[src/rtl/serial_arith_pkg.sv]
// Shared definitions for the bit-serial arithmetic blocks: FSM encoding
// and the add/subtract mode values.
package serial_arith_pkg;

  typedef enum logic [1:0] {
    ST_IDLE = 2'd0,
    ST_RUN  = 2'd1,
    ST_DONE = 2'd2
  } state_t;

  localparam logic MODE_ADD = 1'b0;
  localparam logic MODE_SUB = 1'b1;

endpackage

[src/rtl/serial_add_sub_fa_cell.sv]
// Combinational full adder built from two half-adder stages and an OR.
module fa_cell (
  input  logic x,
  input  logic y,
  input  logic cin,
  output logic cout,
  output logic sum
);

  logic h1_sum;
  logic h1_carry;
  logic h2_carry;

  // First half adder: x + y
  assign h1_sum   = x ^ y;
  assign h1_carry = x & y;

  // Second half adder: partial sum + carry in
  assign sum      = h1_sum ^ cin;
  assign h2_carry = h1_sum & cin;

  assign cout     = h1_carry | h2_carry;

endmodule

[src/rtl/serial_add_sub.sv]
// Bit-serial adder/subtractor: one full-adder cell and a carry flop,
// one bit per clock, LSB first, with start/busy/done handshake.
//
//   state   | meaning
//   --------+------------------------------------------------
//   IDLE    | waiting for start; result flags held
//   RUN     | one bit processed per edge, busy=1
//   DONE    | one-cycle done pulse, then back to IDLE
module serial_add_sub
  import serial_arith_pkg::*;
#(
  parameter int WIDTH = 8,
  parameter int CNT_W = $clog2(WIDTH)
) (
  input  logic             clk,
  input  logic             rst_n,
  input  logic             start,
  input  logic [WIDTH-1:0] a,
  input  logic [WIDTH-1:0] b,
  input  logic             sub,
  input  logic             cin,
  output logic             busy,
  output logic             done,
  output logic [WIDTH-1:0] sum,
  output logic             cout,
  output logic             overflow
);

  state_t           state;
  state_t           state_nxt;
  logic [WIDTH-1:0] sa;
  logic [WIDTH-1:0] sb;
  logic             cy;
  logic [CNT_W-1:0] cnt;
  logic             last_bit;
  logic             fa_s;
  logic             fa_c;

  fa_cell u_fa (
    .x    (sa[0]),
    .y    (sb[0]),
    .cin  (cy),
    .cout (fa_c),
    .sum  (fa_s)
  );

  assign last_bit = (cnt == CNT_W'(WIDTH - 1));

  // Status outputs decode directly from the state register
  assign busy = (state == ST_RUN);
  assign done = (state == ST_DONE);

  // State register
  always_ff @(posedge clk or negedge rst_n) begin
    if (!rst_n) begin
      state <= ST_IDLE;
    end else begin
      state <= state_nxt;
    end
  end

  // Next-state logic; start outside IDLE is dropped, not queued
  always_comb begin
    state_nxt = state;
    case (state)
      ST_IDLE: if (start) state_nxt = ST_RUN;
      ST_RUN:  if (last_bit) state_nxt = ST_DONE;
      ST_DONE: state_nxt = ST_IDLE;
      default: state_nxt = ST_IDLE;
    endcase
  end

  // Operand capture, serial shift datapath and result flags
  always_ff @(posedge clk or negedge rst_n) begin
    if (!rst_n) begin
      sa       <= '0;
      sb       <= '0;
      cy       <= 1'b0;
      cnt      <= '0;
      sum      <= '0;
      cout     <= 1'b0;
      overflow <= 1'b0;
    end else begin
      case (state)
        ST_IDLE: begin
          if (start) begin
            sa  <= a;
            // Subtract as A + ~B + 1: invert B and force the carry in
            sb  <= b ^ {WIDTH{sub}};
            cy  <= (sub == MODE_SUB) ? 1'b1 : cin;
            cnt <= '0;
          end
        end
        ST_RUN: begin
          sum <= {fa_s, sum[WIDTH-1:1]};
          sa  <= sa >> 1;
          sb  <= sb >> 1;
          cy  <= fa_c;
          cnt <= cnt + 1'b1;
          if (last_bit) begin
            // cy here is the carry into the MSB
            cout     <= fa_c;
            overflow <= cy ^ fa_c;
          end
        end
        default: ;
      endcase
    end
  end

endmodule

[config.mk]
export PLATFORM = sky130hd
export DESIGN_NAME = serial_add_sub
export DESIGN_NICKNAME = d
export VERILOG_FILES = /design/src/rtl/serial_arith_pkg.sv /design/src/rtl/serial_add_sub_fa_cell.sv /design/src/rtl/serial_add_sub.sv
export SDC_FILE = /design/constraint.sdc
export NUM_CORES = 1
export LEC_CHECK = 0
export ABC_AREA = 1
export BUFFER_PORTS_ARGS = -buffer_cell sky130_fd_sc_hd__buf_2
export CORE_AREA = 2 2 65 67
export DETAILED_ROUTE_END_ITERATION = 8
export DIE_AREA = 0 0 67 69
export GPL_ROUTABILITY_DRIVEN = 0
export PLACE_DENSITY = 0.73
export SLEW_MARGIN = 25
export SYNTH_ARGS = -nofsm -noshare
export SYNTH_HDL_FRONTEND = slang
export SYNTH_SLANG_ARGS = --single-unit
[constraint.sdc]
create_clock -name clk -period 3.67 [get_ports clk]
set_input_delay 0.1835 -clock clk [delete_from_list [all_inputs] [get_ports clk]]
set_output_delay 0.1835 -clock clk [all_outputs]
set_load 0.02 [all_outputs]
==> impl_results.md <==
* Outcome: finished, final reports clean
* Yosys cell types at 17
* Routed via count at between 1,000 and 1,500
* Dpl ws at 2.28 ns
* Pleak at between 0.0009 and 0.001 uW
* Cts bufs inserted at 5
* Clock Skews at 0.00575 ns
* Postcts setup bufs at 0
* Vias in the first global route at 1,278
* TritonCTS clock tree: done
* CP Data Arrival Time at 1.44 ns
* Critical Path End Type: output port
* Area growth from synthesis to layout at 18.8%
* Die Y at 69 um
* Setup TNS at 0 ns
* Leading cell type in the layout, fill and taps excluded: nand2_1
* ANT nets after route at 0
* # IOs at 33
* Final Max Slew Viols at 0
* Crit path setup slack, layout at 2.04 ns
* # Max-Cap Violations at 0
* Initial DRC count at 52
* Worst Path Required at 3.49 ns
* Layout net count at between 200 and 250
* First-pass GRT wire length at roughly 5.4 mm
* Synth top area cells: dfrtp_1 52%, nand2_1 17%, nand3_1 14%
* Remaining DRCs at 0
* Initial Utilization at 0.392
* Skew-Pair Late Insertion Delay at approximately 0.29 ns
* Yosys warning count at 0
* Main combinational cell family by area after synthesis: simple AND/OR/NAND/NOR gates
* Peak supply drop at 478 uV
* Largest net degree at the start of global routing at 33
* Worst Hold Class: primary input to flop
* Unrepaired setup endpoints after global routing: no
* Most frequent cells in the layout: 68 x nand2_1, 43 x nand3_1, 32 x dfrtp_1, 32 x buf_2, 15 x inv_1
* Mapped Area at 1530 um^2
* H-tree Lvls at 2
* #FFs+latches synth at 32
* GRT Total Usage at 0.154
* Filler-free cell count of the finished design at 271
* Actual transition at the worst max-transition pin at 0.698 ns
* Final Critical Period at approximately 1.6 ns
* Worst setup SP type: flop
* Rel. slew slack at 0.535
* Compound-Gate Fraction of Synth Area at 0.0343
* Die area at 4620 um^2
* Fillers at approximately 410
* Antenna violations before repair at 0
* First-pass DRT Iterations at 4
* Mux share of post-synthesis cell area at 0
* WL per Instance at 11.0 um
* Syn nets at 212
* Cell Pwr Density at ~800 nW/um^2
* Area leader, netlist: dfrtp_1
* Total power at 1450 uW
* CP max FO at 26
* Antenna Cells at 0
* Cell count after synthesis at about 190
* Final Hold Fails at 0
* Die X at 67 um
* Via density per instance at ~4.8
* XOR/XNOR Fraction of Synth Area at 0.0114
* Number of buffers added on ports at 32
* # setup viols final at 0
* Final period util at 0.443
* Share of post-route cells with drive strength above 1 at 0.199
* Clock tree buffer depth at 2
* Post-layout util at 0.465
* Core area at 3910 um^2
* Num rows at 23
* CTS root buffer: clkbuf_8
* Final wirelength at ~3 mm
* Area share of the largest cell type after synthesis at 0.522
* Simple-Gate Fraction of Synth Area at 0.324
* Synth Area in Adders at 0.0294
* CTS sink cnt at 32
* GR Overflow Total at 0
* FMAX at about 600 MHz
* Synthesized area per cell at 8.15 um^2
* Placed Instances at between 200 and 300
* Clock transition at path regs at 0.06 ns
* HPWL Detailed at about 2.1 mm
* Seq/Total Area, Yosys at 0.522
* Critical path type: flop to output port
-- final timing paths --
| check | from | to | slack (ns) | depth (start not counted) |
|---|---|---|---|---|
| min in group asynchronous | rst_n | cout$_DFFE_PN0P_ | 0.48 | 2 |
| min reg2reg | overflow$_DFFE_PN0P_ | overflow$_DFFE_PN0P_ | 0.48 | 2 |
| max | state[1]$_DFFE_PN0P_ | busy | 2.04 | 4 |
| max in group asynchronous | rst_n | sb[6]$_DFFE_PN0P_ | 2.74 | 2 |
| min | a[7] | sa[7]$_DFFE_PN0P_ | 0.10 | 3 |
| max reg2reg | state[1]$_DFFE_PN0P_ | sb[5]$_DFFE_PN0P_ | 2.28 | 5 |
-- final cells by class --
type,instances,area [um^2],share of cell area
Tap cell,50,62.6,0.0344
Inverter,16,60.1,0.0330
Clock inverter,2,35.0,0.0192
Timing Repair Buffer,34,178,0.0976
Multi-Input combinational cell,131,612,0.336
Clock buffer,6,72.6,0.0399
Sequential cell,32,801,0.440
-- repair_timing --
item / CTS / global route
endpoints found under the setup margin: 0 / 0
hold endpoints to repair: 32 / 0
hold buffers: 1 / 0
gates resized for setup: 0 / 0
-- flip-flops by register name (all words and copies together) (netlist names) --
signal and count:
sa 8, sb 8, sum 8, cnt 3, state 2, cout 1
cy 1, overflow 1
-- routing by layer --
layer / vias up / part of all wire / GRT usage
met3: 5 / 0.053 / 0.0604
li1: 664 / - / -
met2: 24 / 0.47 / 0.241
met5: - / 0 / 0
met4: 0 / 0.016 / 0.0567
met1: 603 / 0.46 / 0.191
-- synthesized netlist by cell type (all sizes together) --
cell type / instances
nand2: 69
nand3: 43
dfrtp: 32
inv: 16
buf: 9
o21ai: 9
nor2: 4
ha: 2
xor2: 2
a21boi: 1
fa: 1
-- cells by family after synthesis --
| kind of cell | count (synthesis) |
|---|---|
| xor gates and xnor gates | 2 |
| DFF | 32 |
| buffers and inverters | 25 |
| and+or+nand+nor | 116 |
| adders and majority gates | 3 |
| AOI/OAI and AO/OA | 10 |
-- per-stage QoR --
step	hold WS [ns]	cell area, um^2
2_1_floorplan	-0.112	1530
3_3_place_gp	0.270	1700
3_5_place_dp	0.271	1700
4_1_cts	0.0928	1820
5_1_grt	0.116	1820
6_report	0.100	1820
-- critical path, stage by stage (launching register included) --
cell and delay (ns):
dfrtp_1 0.40, inv_1 0.11, nand2_1 0.09, inv_2 0.32, buf_2 0.24
-- report_power, final --
part           internal (uW)  switching (uW)  leakage (uW)  total [uW]
clock                    201             131     0.0000552         332
sequential               494            84.3      0.000417         579
combinational            182             355      0.000525         537
total                    878             570      0.000998        1450
Note: power is estimated with default switching activity, not from simulation.
